[config.mk]
export PLATFORM = sky130hd
export DESIGN_NAME = sfp_vec_div
export DESIGN_NICKNAME = d
export VERILOG_FILES = /design/src/rtl/sfp_vec_div_pkg.sv /design/src/rtl/sfp_vec_div_lane.sv /design/src/rtl/sfp_vec_div.sv
export SDC_FILE = /design/constraint.sdc
export NUM_CORES = 1
export LEC_CHECK = 0
export ABC_AREA = 1
export CELL_PAD_IN_SITES_DETAIL_PLACEMENT = 1
export CELL_PAD_IN_SITES_GLOBAL_PLACEMENT = 2
export CORE_MARGIN = 2
export CORE_UTILIZATION = 32
export DETAILED_ROUTE_END_ITERATION = 12
export HOLD_SLACK_MARGIN = 0.02
export PLACE_DENSITY = 0.88
export SLEW_MARGIN = 20
export SYNTH_ARGS = -nofsm -noshare
export SYNTH_HDL_FRONTEND = slang
export SYNTH_SLANG_ARGS = --single-unit
[constraint.sdc]
create_clock -name clk -period 2.3 [get_ports clk]
set_clock_uncertainty 0.05 [all_clocks]
set_input_delay 0.46 -clock clk [delete_from_list [all_inputs] [get_ports clk]]
set_output_delay 0.46 -clock clk [all_outputs]
set_load 0.01 [all_outputs]
[src/rtl/sfp_vec_div_pkg.sv]
// ---------------------------------------------------------------------------
// sfp_vec_div_pkg
// Shared definitions for the signed fixed-point vector divider.
//   state_t : control FSM states (IDLE, ITER, FIX, DONE)
//   sfp_k() : number of restoring-division iterations per operation
// ---------------------------------------------------------------------------
package sfp_vec_div_pkg;

  typedef enum logic [1:0] {
    IDLE = 2'd0,
    ITER = 2'd1,
    FIX  = 2'd2,
    DONE = 2'd3
  } state_t;

  // The numerator is |a| << FW, which is IW+2*FW bits wide, so one
  // quotient bit is produced per numerator bit.
  function automatic int sfp_k(input int iw, input int fw);
    return iw + 2 * fw;
  endfunction

endpackage

[src/rtl/sfp_vec_div_lane.sv]
// ---------------------------------------------------------------------------
// sfp_div_lane
// One lane of the signed fixed-point divider: magnitude/sign capture,
// radix-2 restoring division, and sign/saturation/wrap fix-up.
// Ports:
//   clk, rst  : clock, synchronous active-high reset
//   load      : capture a and b (start of an operation)
//   step      : perform one restoring-division iteration
//   fix       : apply sign and overflow handling, register the result
//   a, b      : dividend / divisor, two's complement, IW+FW bits
//   out       : registered quotient, IW+FW bits
//   div_zero  : registered flag, divisor was zero
//   clip      : registered flag, quotient out of range (not set on div_zero)
// ---------------------------------------------------------------------------
module sfp_div_lane
  import sfp_vec_div_pkg::*;
#(
  parameter int IW   = 8,
  parameter int FW   = 8,
  parameter int CLIP = 1
) (
  input  logic             clk,
  input  logic             rst,
  input  logic             load,
  input  logic             step,
  input  logic             fix,
  input  logic [IW+FW-1:0] a,
  input  logic [IW+FW-1:0] b,
  output logic [IW+FW-1:0] out,
  output logic             div_zero,
  output logic             clip
);

  localparam int W = IW + FW;
  localparam int K = sfp_k(IW, FW);

  // Magnitude limits for the K-bit unsigned quotient: positive results may
  // reach 2^(W-1)-1, negative results may reach 2^(W-1).
  localparam logic [K-1:0] LIM_POS = {{(K-W+1){1'b0}}, {(W-1){1'b1}}};
  localparam logic [K-1:0] LIM_NEG = LIM_POS + K'(1);

  localparam logic [W-1:0] MAX_POS = {1'b0, {(W-1){1'b1}}};
  localparam logic [W-1:0] MIN_NEG = {1'b1, {(W-1){1'b0}}};

  // nq holds the numerator in its upper bits and collects quotient bits at
  // the bottom; after K shifts it contains only the quotient magnitude.
  logic [K-1:0] nq;
  logic [W-1:0] den;
  logic [W-1:0] rem;
  logic         sa;
  logic         sb;

  logic [W-1:0] a_mag;
  logic [W-1:0] b_mag;
  logic [W:0]   trial;
  logic [W:0]   diff;
  logic         neg;
  logic         dz;
  logic         ovf;
  logic [W-1:0] wrapped;
  logic [W-1:0] result;

  // The most negative input maps to an unsigned magnitude of 2^(W-1),
  // which still fits in W bits.
  assign a_mag = a[W-1] ? (~a + W'(1)) : a;
  assign b_mag = b[W-1] ? (~b + W'(1)) : b;

  // Restoring step: shift the next numerator bit into the partial
  // remainder and subtract the divisor when it fits.
  assign trial = {rem, nq[K-1]};
  assign diff  = trial - {1'b0, den};

  // Fix-up: truncation toward zero falls out of dividing magnitudes and
  // negating afterwards.
  always_comb begin
    neg     = sa ^ sb;
    dz      = (den == '0);
    ovf     = neg ? (nq > LIM_NEG) : (nq > LIM_POS);
    wrapped = neg ? (~nq[W-1:0] + W'(1)) : nq[W-1:0];
    result  = wrapped;
    if (dz) begin
      result = sa ? MIN_NEG : MAX_POS;
    end else if (ovf && (CLIP != 0)) begin
      result = neg ? MIN_NEG : MAX_POS;
    end
  end

  always_ff @(posedge clk) begin
    if (rst) begin
      nq       <= '0;
      den      <= '0;
      rem      <= '0;
      sa       <= 1'b0;
      sb       <= 1'b0;
      out      <= '0;
      div_zero <= 1'b0;
      clip     <= 1'b0;
    end else begin
      if (load) begin
        nq  <= {a_mag, {FW{1'b0}}};
        den <= b_mag;
        rem <= '0;
        sa  <= a[W-1];
        sb  <= b[W-1];
      end else if (step) begin
        if (trial >= {1'b0, den}) begin
          rem <= diff[W-1:0];
          nq  <= {nq[K-2:0], 1'b1};
        end else begin
          rem <= trial[W-1:0];
          nq  <= {nq[K-2:0], 1'b0};
        end
      end
      if (fix) begin
        out      <= result;
        div_zero <= dz;
        clip     <= ovf && !dz;
      end
    end
  end

endmodule

[src/rtl/sfp_vec_div.sv]
// ---------------------------------------------------------------------------
// sfp_vec_div
// N-lane signed fixed-point divider, out[i] = a[i] / b[i], with a
// valid/ready handshake on both sides. One FSM sequences all lanes.
// Ports:
//   clk, rst   : clock, synchronous active-high reset
//   a, b       : N packed lanes of IW+FW bits (lane i at [i*W +: W])
//   in_valid   : operand set valid
//   in_ready   : block idle, can accept operands
//   out        : N packed quotient lanes
//   out_valid  : out/div_zero/clipping valid, held until out_ready
//   out_ready  : consumer takes the result
//   div_zero   : per-lane zero-divisor flag
//   clipping   : OR of per-lane overflow flags
// ---------------------------------------------------------------------------
module sfp_vec_div
  import sfp_vec_div_pkg::*;
#(
  parameter int IW   = 8,
  parameter int FW   = 8,
  parameter int N    = 3,
  parameter int CLIP = 1
) (
  input  logic                   clk,
  input  logic                   rst,
  input  logic [N*(IW+FW)-1:0]   a,
  input  logic [N*(IW+FW)-1:0]   b,
  input  logic                   in_valid,
  output logic                   in_ready,
  output logic [N*(IW+FW)-1:0]   out,
  output logic                   out_valid,
  input  logic                   out_ready,
  output logic [N-1:0]           div_zero,
  output logic                   clipping
);

  localparam int W  = IW + FW;
  localparam int K  = sfp_k(IW, FW);
  localparam int CW = $clog2(K + 1);
  localparam logic [CW-1:0] K_CNT = CW'(K);

  state_t        state;
  state_t        state_next;
  logic [CW-1:0] count;
  logic          accept;
  logic          step;
  logic          fix;
  logic [N-1:0]  lane_clip;

  always_ff @(posedge clk) begin
    if (rst) begin
      state <= IDLE;
    end else begin
      state <= state_next;
    end
  end

  // ITER spends K cycles iterating plus one cycle recognising the final
  // count, so the result appears K+2 cycles after the accept edge.
  always_comb begin
    state_next = state;
    accept     = 1'b0;
    step       = 1'b0;
    fix        = 1'b0;
    case (state)
      IDLE: begin
        if (in_valid) begin
          accept     = 1'b1;
          state_next = ITER;
        end
      end
      ITER: begin
        if (count == K_CNT) begin
          state_next = FIX;
        end else begin
          step = 1'b1;
        end
      end
      FIX: begin
        fix        = 1'b1;
        state_next = DONE;
      end
      DONE: begin
        if (out_ready) begin
          state_next = IDLE;
        end
      end
      default: state_next = IDLE;
    endcase
  end

  always_ff @(posedge clk) begin
    if (rst) begin
      count <= '0;
    end else if (accept) begin
      count <= '0;
    end else if (step) begin
      count <= count + CW'(1);
    end
  end

  assign in_ready  = (state == IDLE);
  assign out_valid = (state == DONE);
  assign clipping  = |lane_clip;

  for (genvar i = 0; i < N; i++) begin : g_lane
    sfp_div_lane #(
      .IW   (IW),
      .FW   (FW),
      .CLIP (CLIP)
    ) u_lane (
      .clk      (clk),
      .rst      (rst),
      .load     (accept),
      .step     (step),
      .fix      (fix),
      .a        (a[i*W +: W]),
      .b        (b[i*W +: W]),
      .out      (out[i*W +: W]),
      .div_zero (div_zero[i]),
      .clip     (lane_clip[i])
    );
  end

endmodule

==> impl_metrics.toml <==
[place]
place_ws_ns = -0.278
hpwlAfterDp_um = 42900
io_buffer_count = 153
dpl.cell_count = 3452
gp_congestion = 0.873
place_area_mm2 = 0.0192

[setup_path]
start_kind = "flip-flop"
crit_fanout = 3
cp_common_cell = "inv_1"
path_cells = "inv_1, ha_2, fa_2, nor2_4, nor2_2, o21bai_2, buf_4, xor2_2, nand3_2, nand3_1, nand2_1, inv_1"
worstRegToRegCells = 12
cp.required_ns = 2.75
critical-path-top-delay-family = "adder cells"
worst_setup_path_end_kind = "flip-flop"
crit_path_top_delay_cell = "fa_2"
cp.arrival_ns = 2.68
ff2ff_setup_slack_ns = 0.08
cpPeakStageDelay_ns = 0.43
r2r-start = "g_lane[0].u_lane.nq[23]"
path_class = "reg -> reg"
reg2reg_to = "g_lane[0].u_lane.rem[6]"
crit_buf_inv = 3
cp-startpoint = "g_lane[0].u_lane.nq[23]"

[final_layout]
fin_cells = 3509
layout-drive-gt1-share = 0.104
antennaDiodeCount = 0
area_growth_pct = 24.9
final_nets = 2973
final_cell_area_mm2 = 0.0205

[floorplan]
dieArea_mm2 = 0.0531
floorplan.initialDensity = 0.322
core.rowCount = 83
die_w_um = 231
die_y_um = 231
io_pins = 154
core_area_mm2 = 0.0510

[worst_hold_path]
hold_class = "in -> reg"
hold_path_startpoint = "rst"
min_to = "g_lane[2].u_lane.out[13]"
worstHoldPathCells = 2

[logic_synthesis]
synthCells = 2620
synth.ff_latch_count = 235
synth_area_mm2 = 0.0164
syn_avg_cell_area_um2 = 6.27
synth_top_area_frac = 0.286
async_flop_share = 0
synth_flop_cell = "dfxtp_1"
synth_fp_nets = 2786
synth-seq-area-share = 0.286
ys_warn_count = 0
synth_edf_count = 0
yosys-top-cells-area = "dfxtp_1 29%, nand2_1 16%, inv_1 7.9%"
synth_area_leader_cell = "dfxtp_1"
yosysUniqueCellTypes = 53

[clocking]
htreeDepth = 1
cts_buffers = 29
clockBufferDepth = 3
insertion_delay_ns = 0.57
ctsHoldBuffers = 0
path_clk_slew_ns = 0.06
cts.root.buffer_cell = "clkbuf_16"
clkSinkCount = 235
cts_tree = "yes"

[drt]
drt-initial-drc-count = 932
drt_pre_antenna_iters = 5
drc = 0
drt-wirelength-per-cell_um = 16.3
wirelength_um = 57300
vias_per_cell = 5.06
num_vias = 17700
ant_nets = 0

[global_routing]
track_usage = 0.211
grt_overflow = 0
grt_max_degree = 112
grt_first_pass_wirelength_um = 93300
grt_pass1_vias = 18500
grt_antenna_before_repair = 0

[sta]
fin_crit_ns = 2.22
worst_slew_margin_rel = 0.404
rsz0062_at_grt = "true"
clock.fmax_mhz = 450
worst_slack_ns = 0.0758
fin_setup_tns_ns = 0
tightest_slew_ns = 0.893
slew_violations = 0
finalCritPeriodShare = 0.967
finalSetupViolCount = 0
holdWs_ns = 0.126
hold_violations = 0

[power]
pwr_density_cell_mw_per_mm2 = 1680
ir_worst_vdd_mv = 0.987
leakagePower_nw = 9.38

[status]
outcome = "finished, final reports clean"

[run]
drv_cap = 0
==> state kept, by name, indices dropped and copies added (netlist names) <==
signal	cells
g_lane.u_lane.nq	72
g_lane.u_lane.out	48
g_lane.u_lane.rem	48
state	2
g_lane.u_lane.den	48
count	5
g_lane.u_lane.sb	3
g_lane.u_lane.clip	3
g_lane.u_lane.div_zero	3
g_lane.u_lane.sa	3
==> cells in the final DEF, fill, tap and decap left out, drive strengths merged, types with 2 or more instances in the layout <==
| master | Yosys | layout |
|---|---|---|
| clkinvlp | 0 | 2 |
| a211oi | 2 | 2 |
| ha | 63 | 63 |
| nor3 | 40 | 40 |
| o32ai | 8 | 8 |
| o21ai | 163 | 163 |
| or2 | 9 | 9 |
| a31oi | 13 | 13 |
| inv | 361 | 359 |
| buf | 55 | 114 |
| o22ai | 24 | 24 |
| a21oi | 207 | 207 |
| xor2 | 59 | 59 |
| o31ai | 8 | 8 |
| dlygate4sd2 | 0 | 2 |
| o211ai | 8 | 8 |
| clkbuf | 55 | 36 |
| o21bai | 2 | 2 |
| xnor2 | 13 | 13 |
| nand3b | 25 | 25 |
| fa | 3 | 3 |
| nor2 | 234 | 234 |
| bufinv | 0 | 6 |
| nand2 | 705 | 705 |
| nand3 | 235 | 235 |
| nand4 | 74 | 74 |
| dfxtp | 235 | 235 |
| clkinv | 3 | 14 |
| nor4 | 6 | 6 |
| o221ai | 4 | 4 |
| clkdlybuf4s50 | 0 | 149 |
==> per-stage QoR <==
stage	utilization	total power [mW]
4_1_cts	0.398	33.7
5_1_grt	0.402	37.5
2_1_floorplan	-	21.7
3_5_place_dp	0.377	28.3
3_3_place_gp	0.377	27.8
6_report	0.402	34.4
==> power by group <==
part           internal [mW]  switching (mW)  total (mW)  leakage (nW)
Clock                   3.13            1.93        5.06         0.520
Combinational           8.27            14.8        23.0          6.94
Sequential              5.31            1.02        6.33          1.92
Total                   16.7            17.7        34.4          9.38
==> repair_timing <==
item,in CTS,in global routing
buffers inserted,0,4
gates resized for setup,9,45
hold endpoints to repair,0,0
setup endpoints to repair,7,42
pin swaps,0,3
==> routing by layer <==
metal  routed length (um)  share of wire  track usage  vias up
met2                26600           0.46        0.363      289
met1                27100           0.47        0.278     8486
met3                 2480          0.043       0.0275       76
li1                     -              -            -     8895
met5                    0              0            0        -
met4                 1160          0.020       0.0510        0
==> synth_stat cells, types with 25 or more instances <==
cell type and number:
nor3_1 34, xor2_1 59, nand3_1 218, ha_1 63
clkbuf_1 54, nand4_1 73, inv_1 347, o21ai_0 157
nor2_1 225, nand2_1 679, nand3b_1 25, buf_2 27
dfxtp_1 235, a21oi_1 205
==> layout make-up <==
type	instances	area [um^2]
Clock inverter	17	245
Clock buffer	36	802
Tap cell	680	851
Timing Repair Buffer	266	2510
Multi-Input combinational cell	1911	10000
Fill cell	6614	30500
Sequential cell	235	4710
Inverter	364	1370
==> logic make-up after synthesis <==
| kind of cell | count (synthesis) | share of synthesized area |
|---|---|---|
| and+or+nand+nor | 1331 | 0.361 |
| buffers and inverters | 474 | 0.117 |
| AOI/OAI and AO/OA | 442 | 0.146 |
| DFF | 235 | 0.286 |
| xor gates and xnor gates | 72 | 0.0384 |
| adders and majority gates | 66 | 0.0517 |
==> worst register-to-register path, cell delays in order (launching register included) <==
cell and delay [ns]:
dfxtp_4 0.39, inv_1 0.07, ha_2 0.19, fa_2 0.43
nor2_4 0.16, nor2_2 0.08, o21bai_2 0.20, buf_4 0.16
xor2_2 0.14, nand3_2 0.08, nand3_1 0.09, nand2_1 0.05
inv_1 0.05
==> how the worst max path moves through the flow <==
stage	slack (ns)	end	cells past startpoint
CTS	-0.04	g_lane[0].u_lane.rem[14]	14
global placement	-0.29	g_lane[0].u_lane.rem[14]	13
floorplan	0.33	g_lane[0].u_lane.rem[14]	13
global route	-0.04	g_lane[0].u_lane.rem[14]	14
detailed placement	-0.28	g_lane[0].u_lane.rem[14]	13
finish	0.08	g_lane[0].u_lane.rem[6]	12
Power figures use the tool's default switching activity.
==> RTL edit (same settings) <==
`FW` is set to 8 in 2 places; all go to 4.
--- a/src/rtl/sfp_vec_div_lane.sv
+++ b/src/rtl/sfp_vec_div_lane.sv
@@ -16,7 +16,7 @@
   import sfp_vec_div_pkg::*;
 #(
   parameter int IW   = 8,
-  parameter int FW   = 8,
+  parameter int FW   = 4,
   parameter int CLIP = 1
 ) (
   input  logic             clk,
--- a/src/rtl/sfp_vec_div.sv
+++ b/src/rtl/sfp_vec_div.sv
@@ -17,7 +17,7 @@
   import sfp_vec_div_pkg::*;
 #(
   parameter int IW   = 8,
-  parameter int FW   = 8,
+  parameter int FW   = 4,
   parameter int N    = 3,
   parameter int CLIP = 1
 ) (
Interface: changed (resized a, b and out); port bits go from 154 to 118. The function was not compared with the original's and may differ.
==> RTL edit against the unedited design <==
  * Area after synthesis fell by 27%
  * First-iteration DRC count fell by 49%
  * Sequential cell count fell by 60
  * Routed wire length fell by 30%
  * Power fell by 36%
  * Worst hold slack improved by 270 ps
  * Global-route usage fell by 0.12 points
  * Design area fell by 29%
  * Core utilization fell by 0.74 points
  * Worst setup slack improved by 62 ps
  * Synthesized cell count fell by 27%
  * Via count fell by 29%
==> RTL edit: results (changes against the unedited design) <==
| Metric | Value |
|---|---|
| Number of global-route vias before repair | 12700 (-31%) |
| Status | complete, no violations |
| Initial antenna violation count | 1 (+1) |
| Distinct cells, synth | 46 (-13%) |
| Bufs on Longest Clock Path | 2 (-1) |
| Num CTS Buffers | 17 (-41%) |
| H-Tree Depth | 4 (+3) |
| Clk sinks | 175 (-26%) |
| NumNets Final | 2156 (-27%) |
| Largest net degree at the start of global routing | 38 (-66%) |
| Final RePlAce weighted congestion | 0.900 (+3.1%) |
| Ant. Diodes | 1 (+1) |
| Final hold slack | 393 ps (+267 ps) |
| Cell family with most CP delay | buffers and inverters |
| Dpl ws | 45.5 ps (+323 ps) |
| Share of post-route cells with drive strength above 1 | 0.0711 (-0.0328) |
| First-pass GRT wire length | 65800 um (-30%) |
| Vias per std cell | 5.03 (-0.45%) |
| Seq/Total Area, Yosys | 0.293 (+0.00653) |
| GRT Util Overall | 0.210 (-0.00119) |
| Non-clock inverters | 272 (-25%) |
| ClkCell Share | 0.0419 (-0.00918) |
| Leading post-synthesis cells by cell area | dfxtp_1 (29%), nand2_1 (16%), inv_1 (8.4%), nor2_1 (6.0%), nand3_1 (5.7%) |
| Count of multi-input gates | 1385 (-28%) |
| Drt total wl | 39900 um (-30%) |
| Reg-to-reg endpoint | g_lane[2].u_lane.rem[10]$_SDFFE_PP0N_ |
| Reg clk slew, reported paths | 80 ps (+20 ps) |
| Max reg flops | 48 (-33%) |
| Worst-Skew Late Latency | 450 ps (-120 ps) |
| Slew @ Worst Pin | 844 ps (-49.5 ps) |
| Max FO, Critical Path | 2 (-1) |
| First DRT Iteration DRCs | 479 (-49%) |
| Port buffer count | 117 (-24%) |
| Hold path endpoint | g_lane[2].u_lane.nq[4]$_SDFFE_PP0P_ |
| Syn Nets | 2038 (-27%) |
| Critical path's largest stage delay | 500 ps (+70 ps) |
| Crit-path slowest cell | clkdlybuf4s50_1 |
| FF-to-FF Start | g_lane[2].u_lane.nq[15]$_SDFFE_PP0P_ |
| Worst IR Drop VDD | 0.000539 V (-45%) |
| Non-clk bufs | 175 (-34%) |
| Clock buffer count | 17 (-53%) |
| Data buffer area share | 0.116 (-0.00584) |
| Synth cell count leaders | nand2_1 (505), inv_1 (268), nor2_1 (190), dfxtp_1 (175), nand3_1 (137) |
| Static Leak | 6.67 nW (-29%) |
| Mean area per synthesized cell | 6.27 um^2 (about the same) |
RTL edit: where the power goes:
part / leakage (nW) / internal [mW] / switching, mW
clock network: 0.288 / 1.72 / 1.38
logic: 4.95 / 5.22 / 9.13
registers: 1.43 / 3.93 / 0.708
RTL edit: what timing repair did:
action                                  CTS  global route
endpoints found under the setup margin    1            21
gates resized for setup                   1            10
setup buffers                             0             0
pin swaps                                 0             1
gates cloned                              0             0
RTL edit: per-layer routing:
layer  up-vias  GRT usage  share of wire
met5         -          0              0
met4         0     0.0412          0.011
met3        28     0.0312          0.033
met2       184      0.366           0.47
met1      6037      0.275           0.48
li1       6378          -              -
RTL edit: logic make-up (layout without fill, tap and decap cells):
| kind of cell | Yosys count | count (layout) | share of synthesized area |
|---|---|---|---|
| and+or+nand+nor | 938 | 938 | 0.334 |
| adders and majority gates | 54 | 54 | 0.0584 |
| other | 0 | 1 | 0 |
| xor gates and xnor gates | 56 | 56 | 0.0410 |
| buffers and inverters | 348 | 479 | 0.117 |
| AOI/OAI and AO/OA | 337 | 337 | 0.156 |
| DFF | 175 | 175 | 0.293 |
RTL edit: worst max-delay path by stage:
stage	start	endpoint	slack (ps)
floorplan	g_lane[2].u_lane.nq[15]$_SDFFE_PP0P_	g_lane[2].u_lane.rem[10]$_SDFFE_PP0N_	410
global placement	a[0]	g_lane[0].u_lane.nq[14]$_SDFFE_PP0P_	110
detailed placement	b[0]	g_lane[0].u_lane.den[10]$_SDFFE_PP0P_	50
CTS	g_lane[2].u_lane.nq[15]$_SDFFE_PP0P_	g_lane[2].u_lane.rem[10]$_SDFFE_PP0N_	80
global route	g_lane[1].u_lane.den[8]$_SDFFE_PP0P_	g_lane[1].u_lane.rem[2]$_SDFFE_PP0N_	-7
finish	g_lane[1].u_lane.clip$_SDFFE_PP0P_	clipping	140
